`src/rtl/lms_debug_ctrl.sv`:
```
// Host-link debug controller for the LMS filter.
// Decodes byte commands to load, read back and halt/run the adaptation.
module lms_debug_ctrl #(
  parameter int Nw      = 9,
  parameter int NBw     = 7,
  parameter int NBe     = 9,
  parameter int TIMEOUT = 1000
) (
  input  logic              clkA,
  input  logic              reset,
  input  logic [7:0]        rx_data,
  input  logic              rx_valid,
  output logic              rx_ready,
  output logic [7:0]        tx_data,
  output logic              tx_valid,
  input  logic              tx_ready,
  input  logic [Nw*NBw-1:0] coeff_in,
  input  logic [NBe-1:0]    e_in,
  output logic [Nw*NBw-1:0] o_coeffs,
  output logic              o_debug_load,
  output logic              o_enable
);

  localparam int QD = (Nw > 2) ? Nw : 2;
  localparam int QA = $clog2(QD);
  localparam int CW = $clog2(QD + 1);
  localparam int TW = $clog2(TIMEOUT + 1);
  localparam logic [7:0] ACK  = 8'hA5;
  localparam logic [7:0] NACK = 8'hEE;
  // Tap Nw/2 at 1.0 (5 fractional bits), matching the LMS reset state
  localparam logic [Nw*NBw-1:0] RST_C =
    (Nw*NBw)'(32) << (NBw * (Nw / 2));

  typedef enum logic [1:0] {
    IDLE, WR_COLLECT, WR_LOAD, TX_SEND
  } state_t;

  state_t              state_q, state_d;
  logic [CW-1:0]       cnt_q, cnt_d;
  logic [CW-1:0]       len_q, len_d;
  logic [TW-1:0]       to_q, to_d;
  logic [Nw*NBw-1:0]   shadow_q, shadow_d;
  logic [Nw*NBw-1:0]   coeffs_q, coeffs_d;
  logic                load_q, load_d;
  logic                en_q, en_d;
  logic [7:0]          txb_q [2**QA];
  logic [7:0]          txb_d [2**QA];
  logic [15:0]         e_ext;
  logic                rx_fire, tx_fire;

  function automatic logic [7:0] sext_tap(
    input logic [NBw-1:0] t
  );
    return {{(8-NBw){t[NBw-1]}}, t};
  endfunction

  assign e_ext    = {{(16-NBe){e_in[NBe-1]}}, e_in};
  assign rx_ready = (state_q == IDLE) ||
                    (state_q == WR_COLLECT);
  assign tx_valid = (state_q == TX_SEND);
  assign tx_data  = txb_q[cnt_q[QA-1:0]];
  assign rx_fire  = rx_valid && rx_ready;
  assign tx_fire  = tx_valid && tx_ready;

  assign o_coeffs     = coeffs_q;
  assign o_debug_load = load_q;
  assign o_enable     = en_q;

  always_comb begin
    state_d  = state_q;
    cnt_d    = cnt_q;
    len_d    = len_q;
    to_d     = to_q;
    shadow_d = shadow_q;
    coeffs_d = coeffs_q;
    load_d   = 1'b0;
    en_d     = en_q;
    txb_d    = txb_q;
    unique case (state_q)
      IDLE: begin
        if (rx_fire) begin
          cnt_d    = '0;
          len_d    = CW'(1);
          state_d  = TX_SEND;
          txb_d[0] = ACK;
          case (rx_data)
            8'h01: begin
              to_d    = '0;
              state_d = WR_COLLECT;
            end
            8'h02: begin
              for (int k = 0; k < Nw; k++)
                txb_d[QA'(k)] =
                  sext_tap(coeff_in[k*NBw +: NBw]);
              len_d = CW'(Nw);
            end
            8'h03: begin
              txb_d[0] = e_ext[7:0];
              txb_d[1] = e_ext[15:8];
              len_d    = CW'(2);
            end
            8'h04:   en_d = 1'b0;
            8'h05:   en_d = 1'b1;
            default: txb_d[0] = NACK;
          endcase
        end
      end
      WR_COLLECT: begin
        if (rx_fire) begin
          to_d = '0;
          shadow_d[int'(cnt_q)*NBw +: NBw] =
            rx_data[NBw-1:0];
          if (cnt_q == CW'(Nw - 1)) begin
            state_d = WR_LOAD;
          end else begin
            cnt_d = cnt_q + CW'(1);
          end
        end else if (to_q == TW'(TIMEOUT - 1)) begin
          // Abort: shadow is simply never copied out
          txb_d[0] = NACK;
          len_d    = CW'(1);
          cnt_d    = '0;
          state_d  = TX_SEND;
        end else begin
          to_d = to_q + TW'(1);
        end
      end
      WR_LOAD: begin
        coeffs_d = shadow_q;
        load_d   = 1'b1;
        txb_d[0] = ACK;
        len_d    = CW'(1);
        cnt_d    = '0;
        state_d  = TX_SEND;
      end
      TX_SEND: begin
        if (tx_fire) begin
          if (cnt_q == len_q - CW'(1)) begin
            cnt_d   = '0;
            state_d = IDLE;
          end else begin
            cnt_d = cnt_q + CW'(1);
          end
        end
      end
      default: state_d = IDLE;
    endcase
  end

  always_ff @(posedge clkA) begin
    if (!reset) begin
      state_q  <= IDLE;
      cnt_q    <= '0;
      len_q    <= '0;
      to_q     <= '0;
      shadow_q <= '0;
      coeffs_q <= RST_C;
      load_q   <= 1'b0;
      en_q     <= 1'b1;
      for (int i = 0; i < 2**QA; i++)
        txb_q[i] <= '0;
    end else begin
      state_q  <= state_d;
      cnt_q    <= cnt_d;
      len_q    <= len_d;
      to_q     <= to_d;
      shadow_q <= shadow_d;
      coeffs_q <= coeffs_d;
      load_q   <= load_d;
      en_q     <= en_d;
      txb_q    <= txb_d;
    end
  end

endmodule

```
`config.mk`:
```
export PLATFORM = sky130hd
export DESIGN_NAME = lms_debug_ctrl
export DESIGN_NICKNAME = d
export VERILOG_FILES = /design/src/rtl/lms_debug_ctrl.sv
export SDC_FILE = /design/constraint.sdc
export NUM_CORES = 1
export LEC_CHECK = 0
export CORE_ASPECT_RATIO = 0.9
export CORE_MARGIN = 4
export CORE_UTILIZATION = 45
export DETAILED_ROUTE_END_ITERATION = 10
export PLACE_DENSITY_LB_ADDON = 0.12
export SLEW_MARGIN = 20
export SYNTH_ARGS = -nofsm -noshare
export SYNTH_HDL_FRONTEND = slang
export SYNTH_SLANG_ARGS = --single-unit
export TNS_END_PERCENT = 1
```
`constraint.sdc`:
```
create_clock -name clkA -period 4.67 [get_ports clkA]
set_input_delay 0.467 -clock clkA [delete_from_list [all_inputs] [get_ports clkA]]
set_output_delay 0.467 -clock clkA [all_outputs]
set_load 0.02 [all_outputs]
```
Word level (Yosys, flattened, before mapping):

Index checks and enable logic that the tools add are counted.

* magnitude comparators: 1
* reductions and logical operators: 17
* div/mod/pow operators: 0
* shift operators: 2
* $add $sub $neg: 4
* mux-type cells: 38
* multiply operators: 1
* equal/unequal tests: 21
* bitwise operators: 1

Operators by type and width (number)
* $mux 64: 1
* $bwmux 63: 1
* $shift 7x33->63 const A: 1
* $shiftx 7x33->63: 1
* $mux 48: 1
* $pmux 8 s3: 2
* $mux 10: 4
* $mux 4: 9
* $neg 7->33: 1
* $bmux 8 s4: 1
* $mux 8: 4
* $pmux 10 s2: 1
* $eq 8x2->1 const B: 2
* $eq 8x3->1 const B: 2
* $pmux 4 s4: 1
* $pmux 8 s2: 1
* $mux 2: 7
* $pmux 4 s3: 1
* $reduce_and 4->1: 3
* $add 10x1->10 const B: 1
* $eq 10x10->1 const B: 1
* $reduce_and 3->1: 3
* $eq 8x1->1 const B: 1
* $ne 2x1->1 const B: 4
* 24 further kinds: 31

* word-level logic and storage cells: 101
* memory bits (writable): 0
* bits in registers: 206
* bits of input ports: 84
* latch bits: 0
* bits in read-only memories: 0
* memories kept: 0

Longest topological paths before layout:

Gate-level depths: netlist of run 1.

* word-level depth: 5
* gate-level depth with buffers: 10
* depth with buffers taken out: 7

Least setup slack after synthesis of run 1:

No wires, ideal clock.

* path type: flip-flop to flip-flop
* start point: register cnt_q[1]
* end point: register shadow_q[28]
* buffers on the path: 3
* clock period less this slack: 2726 ps
* setup slack: 1944 ps
* arrival time: 2596 ps
* stages on the path, launching flop included: 10
* setup time: 129 ps
* cell sequence: dfxtp_1 > buf_1 > clkbuf_1 > inv_1 > ha_1 > xor2_1 > and4bb_2 > nand3_1 > clkbuf_1 > o21ai_0

* word-level cells in the longest chain between the ends: 4
* elaborated cells between the ends (all ways): 5
* those cells by class: add/sub: 1; mul: 1; shift: 2; mux: 1

RTL lines
* from (decl): RTL line 39 `logic [CW-1:0] cnt_q, cnt_d;`
* from (signal assigned): RTL line 164 `cnt_q <= cnt_d;`
* $mul 4x3->7 *: RTL line 111 `shadow_d[int'(cnt_q)*NBw +: NBw] =`
* $neg 7->33 *: RTL line 112 `rx_data[NBw-1:0];`
* $shiftx 7x33->63 / $shift 7x33->63 (equally long branches): RTL line 111
* $bwmux 63 *: RTL line 111
* to (signal assigned): RTL line 167 `shadow_q <= shadow_d;`
* to (decl): RTL line 42 `logic [Nw*NBw-1:0] shadow_q, shadow_d;`

Every way passes the cells marked *; elsewhere a longest branch is shown, timed or not.
A chain may end at the register's enable or synchronous reset.

Final worst setup path of run 1:

* start point: register cnt_q[0]
* end point: output tx_data[7]

* word-level cells in the longest chain between the ends: 4

RTL lines
* $not 4->5 (not written as such): RTL line 61 `assign tx_data = txb_q[cnt_q[QA-1:0]];`
* $bmux 8 s4: RTL line 61
* $mux 8 (not written as such) (2 in a row): RTL line 61
* to (decl): RTL line 14 `output logic [7:0] tx_data,`

Every way passes these cells. The select of a mux whose other input is x is not followed.

==> summary.txt, run 1 <==
Synthesis
  – Synth top area share: 45.6%
  – Synthesized area: 8950 sq um
  – FFs w/ async S/R, synth: 0%
  – EDFF count, synth: 0
  – Sequential share of the synthesized area: 45.6%
  – Syn Inst Count: 949
  – Syn_area_per_cell: 9.43 sq um
  – Ys flop type: dfxtp_1
  – Yosys reg bits: 204
  – Top cells by area in the synthesized netlist: dfxtp_1 46%, mux2i_1 12%, nand2_1 6.2%
  – Area leader, netlist: dfxtp_1
  – Synth warnings: 0
  – Synth cell types: 59
  – Syn Nets: 1,044

Pwr
  – Clock power share: 38.2%
  – Flop pwr share: 38.7%
  – Max VDD drop: 0.280 mV
  – Pint: 3.43 mW
  – Pwr Density: 422 nW/um^2
  – Switching pwr: 1.37 mW
  – LEAKAGE: 4.11 nW
  – Sw Share: 28.6%
  – Combinational power share: 23.1%

Timing
  – Clock Skew: 0.00924 ns
  – Unrepaired setup endpoints after global routing: no
  – Hold Fails Final Rpt: 0
  – Fin. max-slew vios: 0
  – Final setup margin: 1.32 ns
  – Max Freq: 299 MHz
  – Tmin final: 3.35 ns
  – Setup TNS: 0 ns
  – Tcrit/Tclk final: 71.7%
  – Least-Margin Pin Slew: 1.00 ns
  – Final setup vio count: 0
  – Slew Limit Headroom: 33.0%

Critical path
  – Critical Path AT: 2.88 ns
  – R2R setup slack: 1.94 ns
  – Worst r2r src: to_q[0]$_SDFFE_PN0P_
  – Worst flop-to-flop path endpoint: len_q[0]$_SDFFE_PN0P_
  – CP Capture Type: output pin
  – Worst R2R Path Depth: 6
  – Critical path class: flip-flop to output pin
  – Worst Path Max Fanout: 20
  – Worst Setup Start Kind: flip-flop
  – Required @ worst endpoint: 4.20 ns

Floorplan
  – Initial Util: 46.3%
  – IO Count: 159
  – Core Rows: 48
  – Core Area: 19,300 sq um
  – Height of the die: 142 microns
  – Die Wd: 157 microns
  – Die area: 22,200 sq um

Worst hold path
  – HP Start: txb_q[72]$_SDFFE_PN0P_
  – Worst hold stages: 2
  – Hold WC Path Type: flip-flop to flip-flop
  – End of the worst hold path: txb_q[72]$_SDFFE_PN0P_

Global routing
  – Grt ovf: 0
  – Vias in the first global route: 6,695
  – Antenna violations before repair: 0
  – Global-route wire length before repair: 35,400 microns
  – Largest net degree at the start of global routing: 92
  – Global-route usage over all layers: 19.3%

Status
  – Status: completed

Clock tree
  – Post-CTS sizing: 0
  – Post-CTS Setup Inserts: 0
  – Skew-Pair Late Insertion Delay: 0.50 ns
  – Sink Count: 204
  – CTS tree: done
  – H-tree Lvls: 1
  – Inserted Clock Buffers: 22
  – Worst-path clk slew: 0.06 ns
  – Hold Buf Count CTS: 0
  – Bufs on Longest Clock Path: 3
  – Root Driver: clkbuf_16

Place
  – GP Congestion: 0.791
  – Pre-CTS setup slack: 1.28 ns
  – Placed instance area: 10,600 sq um
  – Port Buffer Count: 151
  – Post-DP HPWL: 14,700 microns

Detailed routing
  – Wire length per cell: 16.4 microns
  – Final antenna-violating net count: 0
  – Drt pass-1 iters: 5
  – Vias per inst: 5.19
  – Vias: 6,945
  – Routed WL: 22,000 microns
  – Initial DRC Count: 426
  – Post-route DRC violation count: 0

Cells and area
  – Post-layout util: 58.9%
  – Inserted Diodes: 0
  – Share of cells above drive strength 1: 9.84%
  – Nets: 1,166
  – Design Area, Final: 11,400 sq um
  – Area grow syn2layout: 27.3%

Flow run
  – Max Cap Viol: 0
## kinds of logic (layout without fill, tap and decap cells)
kind of cell             count (synthesis)  after routing  share of synthesized area (%)
AND/OR/NAND/NOR                        368            368                           20.8
flip-flops                             204            204                           45.6
AO/OA/AOI/OAI                          165            165                           12.7
multiplexers                           118            118                           15.0
buffers and inverters                   78            216                           3.77
adder cells (fa/ha/maj)                 11             11                           1.54
XOR/XNOR                                 5              5                          0.489
## metrics by stage
step                      instances  total power [mW]  hold slack, ns
after floorplan                 949              2.66           0.432
after global placement         1297              3.00           0.440
after detailed placement       1297              3.01           0.444
after CTS                      1337              4.85           0.453
after global routing           1337              5.02           0.476
final                          1337              4.80           0.450
## how the worst max path moves through the flow
stage / startpoint / endpoint / slack [ns] / depth (start not counted)
after floorplan: cnt_q[1]$_SDFFE_PN0P_ / shadow_q[28]$_SDFFE_PN0P_ / 1.94 / 9
after global placement: rx_data[4] / txb_q[104]$_SDFFE_PN0P_ / 1.30 / 8
after detailed placement: rx_data[4] / txb_q[98]$_SDFFE_PN0P_ / 1.28 / 8
after CTS: cnt_q[0]$_SDFFE_PN0P_ / tx_data[7] / 1.27 / 5
after global routing: cnt_q[0]$_SDFFE_PN0P_ / tx_data[7] / 1.13 / 5
final: cnt_q[0]$_SDFFE_PN0P_ / tx_data[7] / 1.32 / 5
## power groups by stage
stage / logic (mW) / clock network (mW) / registers (mW)
2_1_floorplan: 0.779 / 0 / 1.88
3_3_place_gp: 1.10 / 0 / 1.90
3_5_place_dp: 1.11 / 0 / 1.90
4_1_cts: 1.12 / 1.87 / 1.86
5_1_grt: 1.20 / 1.94 / 1.87
6_report: 1.11 / 1.83 / 1.86
## flip-flops by register name, summed over array words and instances, names as in the netlist
register / cells
o_coeffs: 63
shadow_q: 63
txb_q: 57
to_q: 10
cnt_q: 4
len_q: 3
state_q: 2
o_debug_load: 1
o_enable: 1
## final cells by class
class / count / area, sq um
Timing Repair Buffer: 163 / 1610
Fill cell: 1793 / 7940
Clock buffer: 32 / 689
Inverter: 13 / 48.8
Tap cell: 250 / 313
Clock inverter: 8 / 90.1
Sequential cell: 204 / 4090
Multi-Input combinational cell: 667 / 4560
## placed cells by master, fill, tap and decap left out, drive strengths merged, types with 2 or more instances in the layout
cell type        n
or4b             2
and2             7
a21oi           23
o221a            6
a21boi          54
xor2             4
a211o            2
o21a             3
clkinv           6
nor2            21
buf             13
or4              4
nand4           14
ha              11
nand3           50
nor4             2
a21o             3
or2              2
a22oi            2
or3b             2
nor3             3
or3              7
mux4            13
nor2b           75
clkdlybuf4s50  150
o31ai            3
mux2i          104
nand2b          16
bufinv           2
o22ai            3
o211a            2
o21ai           57
nand3b           2
clkbuf          32
inv             13
nand2          158
dfxtp          204
## Yosys cell counts, types with 2 or more instances
library cell / n
nand2_1: 148
o31ai_1: 3
buf_2: 6
or2_2: 2
nand3_1: 50
a21boi_2: 10
a21boi_0: 11
o221a_2: 6
or4_1: 3
nand3b_1: 2
o22ai_1: 3
o21ai_0: 57
a21oi_1: 22
buf_1: 11
mux4_2: 13
a211o_1: 2
nand2b_1: 16
a22oi_1: 2
o21a_1: 3
nor3_1: 2
nor2_1: 21
o211a_1: 2
dfxtp_1: 204
or3_1: 7
nand4_1: 14
ha_1: 11
and2_1: 7
inv_1: 13
xor2_1: 4
a21o_1: 3
clkbuf_1: 43
a21boi_1: 33
nor2b_1: 75
nand2_2: 10
mux2i_1: 104
buf_6: 3
## metal layers
layer | track usage, % | vias up | wire length (microns) | share of wire, %
li1 | - | 3536 | - | -
met1 | 29.0 | 3248 | 11000 | 50
met2 | 29.7 | 136 | 9580 | 44
met3 | 3.32 | 25 | 1150 | 5.2
met4 | 3.11 | 0 | 287 | 1.3
met5 | 0 | - | 0 | 0
## worst max-delay path: stages, from the launching register on
cell	delay, ns
dfxtp_2	0.56
buf_4	0.39
mux4_2	0.56
o21ai_0	0.21
a21oi_1	0.06
clkdlybuf4s50_1	0.59
Note: power is estimated with default switching activity, not from simulation.
==> run 2, diff against run 1 <==
- clock period: 4.67 -> 2.92 ns (I/O delays scaled with it)
==> run 2 against run 1 <==
Compared with the run above:
- via count rose by 1.1%
- flip-flop and latch count unchanged
- critical endpoint is now tx_data[2]
- sequential power is 60% higher
- global-route usage up 0.18 points
- combinational power grew 65%
- non-clock buffer count is 15 higher
- design area grew 1.5%
==> summary.txt, run 2 (synthesized netlist as in run 1, its figures left out) <==
Status
  – Status: completed (unchanged)

Flow run
  – Max Cap Viol: 0 (unchanged)

Timing
  – Unrepaired setup endpoints after global routing: no (unchanged)
  – Final setup vio count: 0 (unchanged)
  – Clock Skew: 0.00767 ns (was 0.00924 ns)
  – Final setup margin: 0.159 ns (was 1.32 ns)
  – Worst hold margin: 0.221 ns (was 0.450 ns)
  – Tcrit/Tclk final: 94.6%
  – Tmin final: 2.76 ns
  – Setup TNS: 0 ns (unchanged)
  – Slew Limit Headroom: 53.5% (was 33.0%)
  – Least-Margin Pin Slew: 0.697 ns (was 1.00 ns)
  – Hold Fails Final Rpt: 0 (unchanged)
  – Fin. max-slew vios: 0 (unchanged)
  – Max Freq: 362 MHz

Pwr
  – Design Power: 7.83 mW (was 4.80 mW)
  – Pwr Density: 677 nW/um^2 (was 422 nW/um^2)
  – Max VDD drop: 0.475 mV (was 0.280 mV)
  – LEAKAGE: 4.20 nW (was 4.11 nW)

Floorplan
  – Height of the die: 142 microns (unchanged)
  – Die Wd: 157 microns (unchanged)
  – Initial Util: 46.3% (unchanged)
  – Die area: 22,200 sq um (unchanged)
  – Core Area: 19,300 sq um (unchanged)
  – IO Count: 159 (unchanged)
  – Core Rows: 48 (unchanged)

Critical path
  – Critical Path AT: 2.47 ns (was 2.88 ns)
  – Worst Setup Start Kind: flip-flop (unchanged)
  – CP Capture Type: output pin (unchanged)
  – Critical path class: flip-flop to output pin (unchanged)
  – Worst R2R Path Depth: 7 (was 6)
  – Worst flop-to-flop path endpoint: to_q[3]$_SDFFE_PN0P_ (was len_q[0]$_SDFFE_PN0P_)
  – Required @ worst endpoint: 2.63 ns (was 4.20 ns)
  – Worst setup startpoint: cnt_q[0]$_SDFFE_PN0P_ (unchanged)
  – Setup crit end: tx_data[2] (was tx_data[7])
  – R2R setup slack: 0.47 ns (was 1.94 ns)
  – Worst Path Max Fanout: 13 (was 20)
  – Worst r2r src: state_q[1]$_SDFFE_PN0P_ (was to_q[0]$_SDFFE_PN0P_)

Clock tree
  – CTS tree: done (unchanged)
  – Inserted Clock Buffers: 22 (unchanged)
  – Bufs on Longest Clock Path: 3 (unchanged)
  – Worst-path clk slew: 0.06 ns (about the same)
  – Skew-Pair Late Insertion Delay: 0.49 ns (was 0.50 ns)
  – Hold Buf Count CTS: 0 (unchanged)
  – Sink Count: 204 (unchanged)
  – H-tree Lvls: 1 (unchanged)
  – Root Driver: clkbuf_16 (unchanged)

Global routing
  – Largest net degree at the start of global routing: 94 (was 92)
  – Vias in the first global route: 6,793 (was 6,695)
  – Global-route usage over all layers: 19.5% (was 19.3%)
  – Global-route wire length before repair: 35,800 microns (was 35,400 microns)
  – Grt ovf: 0 (unchanged)
  – Antenna violations before repair: 0 (unchanged)

Cells and area
  – Commonest non-fill, non-tap cell in the layout: dfxtp_1 (unchanged)
  – Post-layout util: 59.8% (was 58.9%)
  – Share of cells above drive strength 1: 11.1% (was 9.84%)
  – Area grow syn2layout: 29.2% (was 27.3%)
  – Inserted Diodes: 0 (unchanged)
  – Commonest cells after routing, fill and taps aside: 203 x dfxtp_1, 150 x clkdlybuf4s50_1, 148 x nand2_1, 104 x mux2i_1, 74 x nor2b_1 (unchanged)
  – Nets: 1,181 (was 1,166)

Place
  – Post-DP HPWL: 15,200 microns (was 14,700 microns)
  – Port Buffer Count: 151 (unchanged)
  – Pre-CTS setup slack: 0.175 ns (was 1.28 ns)
  – GP Congestion: 0.789 (was 0.791)

Detailed routing
  – Vias: 7,018 (was 6,945)
  – Post-route DRC violation count: 0 (unchanged)
  – Wire length per cell: 16.1 microns (was 16.4 microns)
  – Final antenna-violating net count: 0 (unchanged)
  – Routed WL: 21,800 microns (was 22,000 microns)
  – Initial DRC Count: 332 (was 426)
  – Drt pass-1 iters: 4 (was 5)
  – Vias per inst: 5.19 (about the same)

Worst hold path
  – Hold WC Path Type: primary input to flip-flop (was flip-flop to flip-flop)
run 2: cell types whose count changed in the layout (fill, tap and decap cells not counted):
cell / change
bufinv_16: +2
buf_12: +2
buf_6: +1
clkbuf_8: -3
dfxtp_2: -1
clkinvlp_4: +2
clkinv_2: -1
dfxtp_4: +1
buf_4: +12
run 2: final cells by class:
class | count | area [sq um]
Fill cell | 1728 | 7770
Inverter | 13 | 48.8
Clock inverter | 11 | 160
Sequential cell | 204 | 4090
Multi-Input combinational cell | 667 | 4560
Timing Repair Buffer | 178 | 1750
Tap cell | 250 | 313
Clock buffer | 29 | 648
run 2: power by group:
group / switching (mW) / internal (mW) / total (mW)
combinational: 0.993 / 0.836 / 1.83
sequential: 0.0878 / 2.88 / 2.97
clock: 1.12 / 1.91 / 3.04
total: 2.20 / 5.63 / 7.83
run 2: per-layer routing:
metal	up-vias	GRT usage (%)	share of wire, %
met2	132	29.4	43
li1	3575	-	-
met3	30	3.39	4.2
met5	-	0	0
met4	0	3.88	1.8
met1	3281	29.4	51
run 2: worst max-delay path: stages, from the launching register on:
cell,delay [ns]
dfxtp_4,0.44
buf_12,0.19
mux4_2,0.56
mux2i_1,0.17
nor2_1,0.05
clkdlybuf4s50_1,0.56
run 2: how the worst min path moves through the flow:
stage	endpoint	cells past startpoint	start	slack, ns
finish	o_enable$_SDFFE_PN1P_	2	reset	0.22
floorplan	txb_q[102]$_SDFFE_PN0P_	2	coeff_in[27]	0.42
global route	o_enable$_SDFFE_PN1P_	2	reset	0.26
detailed placement	txb_q[101]$_SDFFE_PN0P_	2	txb_q[101]$_SDFFE_PN0P_	0.44
CTS	o_enable$_SDFFE_PN1P_	2	reset	0.20
global placement	txb_q[74]$_SDFFE_PN0P_	2	txb_q[74]$_SDFFE_PN0P_	0.44
run 2: stage by stage:
stage	cells	cell area, sq um
2_1_floorplan	949	8950
6_report	1352	11600
4_1_cts	1352	11600
3_5_place_dp	1312	10800
5_1_grt	1352	11600
3_3_place_gp	1312	10800
run 2: repair_timing:
item / 4_1_cts / 5_1_grt
buffers inserted: 0 / 0
gates resized for setup: 0 / 2
setup endpoints to repair: 0 / 7
hold endpoints to repair: 0 / 0
==> run 3, diff against run 2 <==
- CORE_UTILIZATION: 45 -> 35
- GPL_TIMING_DRIVEN: not set -> 0
==> run 3 against run 2 <==
Compared with the run above:
- clock power shrank 2%
- die area rose by 27%
- cell count grew 9.6%
- utilization decreased by 13 points
- register-to-register slack got worse by 0.30 ns
- worst hold slack improved by 0.11 ns
- global-route usage is 1.8 points lower
- largest power group unchanged
==> summary.txt, run 3 (synthesized netlist as in run 1, its figures left out) <==
Status
  – Status: completed (unchanged)

Clock tree
  – H-tree Lvls: 1 (unchanged)
  – CTS tree: done (unchanged)
  – Bufs on Longest Clock Path: 3 (unchanged)
  – Root Driver: clkbuf_16 (unchanged)
  – Hold Buf Count CTS: 0 (unchanged)
  – Skew-Pair Late Insertion Delay: 0.51 ns (was 0.49 ns)
  – Sink Count: 204 (unchanged)
  – Worst-path clk slew: 0.06 ns (about the same)
  – Inserted Clock Buffers: 23 (was 22)

Global routing
  – Global-route usage over all layers: 17.7% (was 19.5%)
  – Grt ovf: 0 (unchanged)
  – Largest net degree at the start of global routing: 13 (was 94)
  – Global-route wire length before repair: 40,200 microns (was 35,800 microns)
  – Vias in the first global route: 7,200 (was 6,793)
  – Antenna violations before repair: 2 (was 0)

Cells and area
  – Post-layout util: 46.5% (was 59.8%)
  – Nets: 1,219 (was 1,181)
  – Commonest non-fill, non-tap cell in the layout: dfxtp_1 (unchanged)
  – Fin cells: 1,482 (was 1,352)
  – Area grow syn2layout: 30.7% (was 29.2%)
  – Design Area, Final: 11,700 sq um (was 11,600 sq um)
  – FILL cells: 2,550 (was 1,728)
  – Share of cells above drive strength 1: 9.39% (was 11.1%)
  – Commonest cells after routing, fill and taps aside: 202 x dfxtp_1, 148 x nand2_1, 142 x clkdlybuf4s50_1, 104 x mux2i_1, 75 x nor2b_1 (was 203 x dfxtp_1, 150 x clkdlybuf4s50_1, 148 x nand2_1, 104 x mux2i_1, 74 x nor2b_1)
  – Inserted Diodes: 0 (unchanged)

Timing
  – Clock Skew: 0.00756 ns (was 0.00767 ns)
  – Tcrit/Tclk final: 94.3% (was 94.6%)
  – Final setup vio count: 0 (unchanged)
  – Hold Fails Final Rpt: 0 (unchanged)
  – Worst hold margin: 0.327 ns (was 0.221 ns)
  – Max Freq: 363 MHz (was 362 MHz)
  – Unrepaired setup endpoints after global routing: yes (was no)
  – Least-Margin Pin Slew: 0.944 ns (was 0.697 ns)
  – Slew Limit Headroom: 37.0% (was 53.5%)
  – Fin. max-slew vios: 0 (unchanged)
  – Final setup margin: 0.167 ns (was 0.159 ns)
  – Setup TNS: 0 ns (unchanged)
  – Tmin final: 2.75 ns (was 2.76 ns)

Detailed routing
  – Drt pass-1 iters: 5 (was 4)
  – Final antenna-violating net count: 0 (unchanged)
  – Routed WL: 25,800 microns (was 21,800 microns)
  – Vias per inst: 4.81 (was 5.19)
  – Initial DRC Count: 389 (was 332)
  – Vias: 7,135 (was 7,018)
  – Post-route DRC violation count: 0 (unchanged)
  – Wire length per cell: 17.4 microns (was 16.1 microns)

Pwr
  – Pwr Density: 666 nW/um^2 (was 677 nW/um^2)
  – Design Power: 7.80 mW (was 7.83 mW)
  – LEAKAGE: 4.22 nW (was 4.20 nW)
  – Max VDD drop: 0.301 mV (was 0.475 mV)

Worst hold path
  – Worst hold stages: 3 (was 2)
  – End of the worst hold path: txb_q[108]$_SDFFE_PN0P_ (was o_enable$_SDFFE_PN1P_)
  – Hold WC Path Type: primary input to flip-flop (unchanged)
  – HP Start: coeff_in[18] (was reset)

Critical path
  – Critical path class: flip-flop to output pin (unchanged)
  – Max incr delay on CP: 0.54 ns (was 0.56 ns)
  – Critical Path AT: 2.46 ns (was 2.47 ns)
  – Worst flop-to-flop path endpoint: shadow_q[32]$_SDFFE_PN0P_ (was to_q[3]$_SDFFE_PN0P_)
  – Critical path's most frequent cell: buf_6
  – Worst Setup Start Kind: flip-flop (unchanged)
  – CP Capture Type: output pin (unchanged)
  – Sequence of cells on the critical path: buf_6 > buf_6 > mux4_2 > mux2i_1 > nor2_1 > dlygate4sd2_1 (was buf_12 > mux4_2 > mux2i_1 > nor2_1 > clkdlybuf4s50_1)
  – Worst path slowest cell: mux4_2 (unchanged)
  – R2R setup slack: 0.17 ns (was 0.47 ns)
  – Worst setup startpoint: cnt_q[0]$_SDFFE_PN0P_ (unchanged)
  – Worst r2r src: cnt_q[0]$_SDFFE_PN0P_ (was state_q[1]$_SDFFE_PN0P_)
  – Worst R2R Path Depth: 10 (was 7)
  – Worst Path Max Fanout: 10 (was 13)
  – Required @ worst endpoint: 2.63 ns (about the same)

Floorplan
  – Die Wd: 177 microns (was 157 microns)
  – Core Area: 25,200 sq um (was 19,300 sq um)
  – Core Rows: 55 (was 48)
  – Initial Util: 35.5% (was 46.3%)
  – IO Count: 159 (unchanged)
  – Height of the die: 160 microns (was 142 microns)
  – Die area: 28,200 sq um (was 22,200 sq um)

Place
  – Dpl cells: 1,441 (was 1,312)
  – Port Buffer Count: 150 (was 151)
  – GP Congestion: 0.828 (was 0.789)
  – Placed instance area: 10,900 sq um (was 10,800 sq um)
  – Pre-CTS setup slack: -0.799 ns (was 0.175 ns)
  – Post-DP HPWL: 18,800 microns (was 15,200 microns)

Flow run
  – Max Cap Viol: 0 (unchanged)
==> run 3: how the worst max path moves through the flow <==
| stage | endpoint | cells past startpoint | slack (ns) |
|---|---|---|---|
| floorplan | shadow_q[28]$_SDFFE_PN0P_ | 9 | 0.19 |
| global placement | shadow_q[30]$_SDFFE_PN0P_ | 9 | -0.80 |
| detailed placement | shadow_q[14]$_SDFFE_PN0P_ | 9 | -0.80 |
| CTS | tx_data[6] | 6 | -0.01 |
| global route | shadow_q[13]$_SDFFE_PN0P_ | 10 | -0.02 |
| finish | tx_data[0] | 6 | 0.17 |
==> run 3: critical path: cells and delay by family, from the launching register on <==
| family | cells | cell delay [ns] |
|---|---|---|
| buf+inv | 3 | 0.77 |
| flops | 1 | 0.41 |
| mux | 2 | 0.69 |
| simple gates | 1 | 0.07 |
==> run 3: layer usage <==
| metal | up-vias | track usage [%] | share of wire [%] |
|---|---|---|---|
| met5 | - | 0 | 0.058 |
| met4 | 2 | 2.99 | 1.4 |
| met3 | 24 | 2.98 | 4.3 |
| met2 | 147 | 27.7 | 44 |
| met1 | 3318 | 26.2 | 50 |
| li1 | 3644 | - | - |
==> run 3: what timing repair did <==
item                                   CTS  global route
gates resized for setup                 19            10
setup endpoints to repair               74            50
pin swaps                                0             0
buffers inserted                         0             0
endpoints found under the hold margin    0             0
==> run 3: cell type report <==
cell class	count	area, sq um	area share (%)
Tap cell	342	428	3.66
Timing Repair Buffer	150	1500	12.8
Buffer	65	314	2.68
Sequential cell	204	4090	34.9
Inverter	13	48.8	0.417
Clock inverter	7	114	0.973
Multi-Input combinational cell	667	4560	39.0
Clock buffer	34	657	5.61
==> run 3: report_power, final <==
group,internal [mW],switching (mW)
clock network,1.82,1.16
logic,0.790,1.06
registers,2.88,0.0842
total,5.49,2.31
